**src/rtl/ti_sbox_pipe.sv**
```systemverilog
// Pipelined 3-share threshold implementation of a quadratic 4-bit S-box component.
// Every share of every stage is computed from the other two shares only; stages are register-separated.
module ti_sbox_pipe #(
  parameter int unsigned NIBBLES = 16,
  parameter int unsigned STAGES  = 2,
  parameter int unsigned REFRESH = 1
) (
  input  logic                            clk,
  input  logic                            rst_n,
  input  logic                            in_valid,
  output logic                            in_ready,
  input  logic [4*NIBBLES-1:0]            x1,
  input  logic [4*NIBBLES-1:0]            x2,
  input  logic [4*NIBBLES-1:0]            x3,
  input  logic [2*4*NIBBLES*STAGES-1:0]   rnd,
  output logic                            out_valid,
  input  logic                            out_ready,
  output logic [4*NIBBLES-1:0]            y1,
  output logic [4*NIBBLES-1:0]            y2,
  output logic [4*NIBBLES-1:0]            y3,
  output logic                            busy
);

  localparam int unsigned W = 4 * NIBBLES;

  // Q(x): q0=x0^x1x2, q1=x1^x2x3, q2=x2^x3x0, q3=x3^x0x1. The share function takes its own
  // linear term from a and the three cross products that the cyclic share pairing makes complete.
  function automatic logic [3:0] q294_box(input logic [3:0] a, input logic [3:0] b);
    logic [3:0] r;
    r[0] = a[0] ^ (a[1] & a[2]) ^ (a[1] & b[2]) ^ (b[1] & a[2]);
    r[1] = a[1] ^ (a[2] & a[3]) ^ (a[2] & b[3]) ^ (b[2] & a[3]);
    r[2] = a[2] ^ (a[3] & a[0]) ^ (a[3] & b[0]) ^ (b[3] & a[0]);
    r[3] = a[3] ^ (a[0] & a[1]) ^ (a[0] & b[1]) ^ (b[0] & a[1]);
    return r;
  endfunction

  function automatic logic [W-1:0] share_fn(input logic [W-1:0] a, input logic [W-1:0] b);
    logic [W-1:0] r;
    r = '0;
    for (int n = 0; n < int'(NIBBLES); n++) begin
      r[4*n +: 4] = q294_box(a[4*n +: 4], b[4*n +: 4]);
    end
    return r;
  endfunction

  logic [STAGES-1:0] vld;

  for (genvar k = 0; k < int'(STAGES); k++) begin : g_stage
    logic [W-1:0] i1, i2, i3;
    logic [W-1:0] ra, rb;
    logic [W-1:0] s1, s2, s3;
    logic         v, v_up, adv, adv_out;

    if (k == 0) begin : g_first
      assign i1   = x1;
      assign i2   = x2;
      assign i3   = x3;
      assign v_up = in_valid;
    end else begin : g_next
      assign i1   = g_stage[k-1].s1;
      assign i2   = g_stage[k-1].s2;
      assign i3   = g_stage[k-1].s3;
      assign v_up = g_stage[k-1].v;
    end

    if (k == int'(STAGES) - 1) begin : g_last
      assign adv_out = out_ready;
    end else begin : g_inner
      assign adv_out = g_stage[k+1].adv;
    end

    if (REFRESH != 0) begin : g_refresh
      assign ra = rnd[2*W*k +: W];
      assign rb = rnd[2*W*k + W +: W];
    end else begin : g_plain
      assign ra = '0;
      assign rb = '0;
    end

    // A stage moves whenever it is empty or its successor can take its content.
    assign adv    = ~v | adv_out;
    assign vld[k] = v;

    always_ff @(posedge clk or negedge rst_n) begin
      if (!rst_n) begin
        v  <= 1'b0;
        s1 <= '0;
        s2 <= '0;
        s3 <= '0;
      end else if (adv) begin
        v  <= v_up;
        s1 <= share_fn(i2, i3) ^ ra;
        s2 <= share_fn(i3, i1) ^ rb;
        s3 <= share_fn(i1, i2) ^ ra ^ rb;
      end
    end
  end

  if (REFRESH == 0) begin : g_no_rnd
    logic unused_rnd;
    assign unused_rnd = ^rnd;
  end

  assign in_ready  = g_stage[0].adv;
  assign out_valid = vld[STAGES-1];
  assign busy      = |vld;
  assign y1        = g_stage[STAGES-1].s1;
  assign y2        = g_stage[STAGES-1].s2;
  assign y3        = g_stage[STAGES-1].s3;

endmodule

```
**config.mk**
```make
export PLATFORM = sky130hd
export DESIGN_NAME = ti_sbox_pipe
export DESIGN_NICKNAME = d
export VERILOG_FILES = /design/src/rtl/ti_sbox_pipe.sv
export SDC_FILE = /design/constraint.sdc
export NUM_CORES = 2
export LEC_CHECK = 0
export ABC_CLOCK_PERIOD_IN_PS = 2370
export BUFFER_PORTS_ARGS = -buffer_cell sky130_fd_sc_hd__buf_2
export CORE_AREA = 2 2 284 286
export DETAILED_ROUTE_END_ITERATION = 6
export DIE_AREA = 0 0 286 288
export PLACE_DENSITY = 0.66
export SETUP_SLACK_MARGIN = 0.1
export SYNTH_ARGS = -nofsm -noshare
export SYNTH_HDL_FRONTEND = slang
export SYNTH_SLANG_ARGS = --single-unit
```
**constraint.sdc**
```tcl
create_clock -name clk -period 2.37 [get_ports clk]
set_clock_uncertainty 0.05 [all_clocks]
set_input_delay 0.237 -clock clk [delete_from_list [all_inputs] [get_ports clk]]
set_output_delay 0.237 -clock clk [all_outputs]
set_load 0.01 [all_outputs]
```
==> out/metrics.yaml <==
yosys:
  syn_avg_cell_area_um2: 9.24
  synth-edff-count: 0
  ys_seq_area_frac: 0.256
  synth_area_um2: 37800
  async_flop_share: 1.00
  ys_top_cells_by_area: "dfrtp_1 (26%), xnor2_1 (12%), xnor3_1 (7.3%)"
  synth_nets: 4538
  yosys_register_bits: 386
  synthCells: 4086
  synth_top_area_frac: 0.256
  synth-main-ff-cell: "dfrtp_1"
  yosysTopAreaCell: "dfrtp_1"
  ys_warn_count: 0
  netlist-cell-type-count: 45
layout:
  layoutNonFillerInstCount: 5524
  mostFrequentLayoutCell: "buf_2"
  layout_common_cells: "buf_2 (645), xnor2_1 (533), dfrtp_1 (386)"
  area_delta_synth_final_pct: 12.4
  num-fill-cells: 7342
  drive_gt1_frac: 0.241
  fin_nets: 4867
critical_path:
  cp_max_fo: 72
  worst-setup-path-type: "reg -> out"
  cp-end-kind: "output pin"
  cp.arrival_ns: 1.84
  crit_required_ns: 2.08
  critPathLaunchType: "register"
global_routing:
  grt_max_degree: 108
  grt_pass1_wl_um: 161000
  first_global_vias: 28200
  antenna_found_initial: 25
  grt-ovfl-total: 0
  grt_usage: 0.245
placement:
  dp.cells: 5352
  post-place-ws_ns: 0.491
  post-dp-hpwl_um: 78800
  port-buffer-count: 646
  gp_congestion: 0.891
clock_tree:
  clk_latency_ns: 0.59
  holdBufCountCts: 74
  ctsResizeCount: 0
  h-tree-depth: 2
  root_buffer: "clkbuf_16"
  post_cts_buffers: 0
  cts_tree: "yes"
  cts.reportedPaths.clkPinSlew_ns: 0.06
  cts_sinks: 386
  cts_made_buffers: 47
  clock_path_buffers: 3
drt:
  antenna_left: 0
  drt_iter0_drc: 1728
  routedWlPerCell_um: 18.9
  via_count: 30200
  post-route-drc-count: 0
  drt-vias-per-instance: 5.48
  dr.pass1.iters: 6
  wl_um: 105000
floorplan:
  initial_utilization: 0.474
  dieArea_um2: 82400
  boundaryPins: 647
  die_x_um: 286
  core-area_um2: 79600
  num_rows: 104
  die_y_um: 288
sta:
  setup_viol: 0
  hold_viol: 0
  setup_slack_ns: 0.242
  maxSlewViolCount: 0
  final.period_utilization: 0.898
  period_minus_slack_ns: 2.13
  relSlewSlack: 0.628
  fin_setup_tns_ns: 0
  worst_slew_pin_slew_ns: 0.558
  fmax_mhz: 470
  rsz0062_at_grt: "no"
outcome:
  outcome: "finished, final reports clean"
power:
  power_density_nw_per_um2: 889
  p_leak_nw: 18.2
  power.total_mw: 37.7
  irDropWorstVdd_v: 0.000484
flow_run:
  drv_cap: 0
hold_path:
  hold_path.class: "in -> reg"
cell usage after synthesis (all sizes together) (65+ instances only):
cell    instances
o21ai          65
a221oi         66
nand3         129
nor4bb        128
o211ai         69
dfrtp         386
xnor2         577
nand2b         70
mux2          126
a21oi         319
buf           434
nand2         355
xor2          254
nor2          352
xnor3         123
nor2b         127
sequential cells by signal, indices dropped and copies added, names as in the netlist:
register and cells:
g_stage.s1 64, g_stage.s2 64, g_stage.s3 64, g_stage.v 1, out_valid 1, y1 64
y2 64, y3 64
metrics by stage:
step | area [µm²] | util | hold WS [ns]
4_1_cts | 42400 | 0.532 | 0.000895
3_5_place_dp | 40000 | 0.502 | 0.170
6_report | 42400 | 0.533 | 0.0273
2_1_floorplan | 37800 | - | -0.109
3_3_place_gp | 40000 | 0.502 | 0.173
5_1_grt | 42400 | 0.533 | 0.0237
worst paths after layout:
path	from	end	slack (ns)	cells after the start
worst max-delay path	out_valid	in_ready	0.24	3
worst min-delay path	rnd[25]	g_stage[0].s1[25]	0.03	4
worst max register to register	out_valid	g_stage[0].s1[20]	0.48	5
worst min register to register	g_stage[0].v	out_valid	0.44	1
max in group asynchronous	rst_n	g_stage[0].s1[23]	1.26	3
min in group asynchronous	rst_n	g_stage[0].s1[54]	0.15	2
worst max-delay path, cell delays in order (launching register included):
cell     delay, ns
dfrtp_1       0.43
and3b_4       0.24
inv_8         0.32
buf_2         0.23
logic make-up (layout without fill, tap and decap cells):
group | Yosys count | after routing | share of synthesized area
buf+inv | 476 | 843 | 0.0746
flops | 386 | 386 | 0.256
compound gates | 687 | 687 | 0.134
other cells | 0 | 11 | 0
simple gates | 1457 | 1457 | 0.220
mux | 126 | 126 | 0.0410
xor+xnor | 954 | 954 | 0.275
layer usage:
layer	vias to the layer above	track usage	wire (µm)
met5	-	0	162
met4	24	0.0908	3920
met3	196	0.0445	6110
met2	723	0.403	49900
met1	14600	0.322	44600
li1	14700	-	-
where the power goes:
| part | internal [mW] | total [mW] | switching (mW) |
|---|---|---|---|
| clock | 4.66 | 7.78 | 3.11 |
| combinational | 9.19 | 17.1 | 7.94 |
| sequential | 8.98 | 12.8 | 3.83 |
cell type report:
class / instances / area (µm²) / area share
inverters: 3 / 18.8 / 0.000442
clock buffers: 62 / 1350 / 0.0317
clock inverters: 25 / 307 / 0.00722
flip-flops and latches: 386 / 9660 / 0.228
multi-input cells: 3224 / 25300 / 0.596
well taps: 1060 / 1330 / 0.0313
diodes: 11 / 27.5 / 0.000649
repair buffers: 753 / 4440 / 0.105
Note: power is estimated with default switching activity, not from simulation.
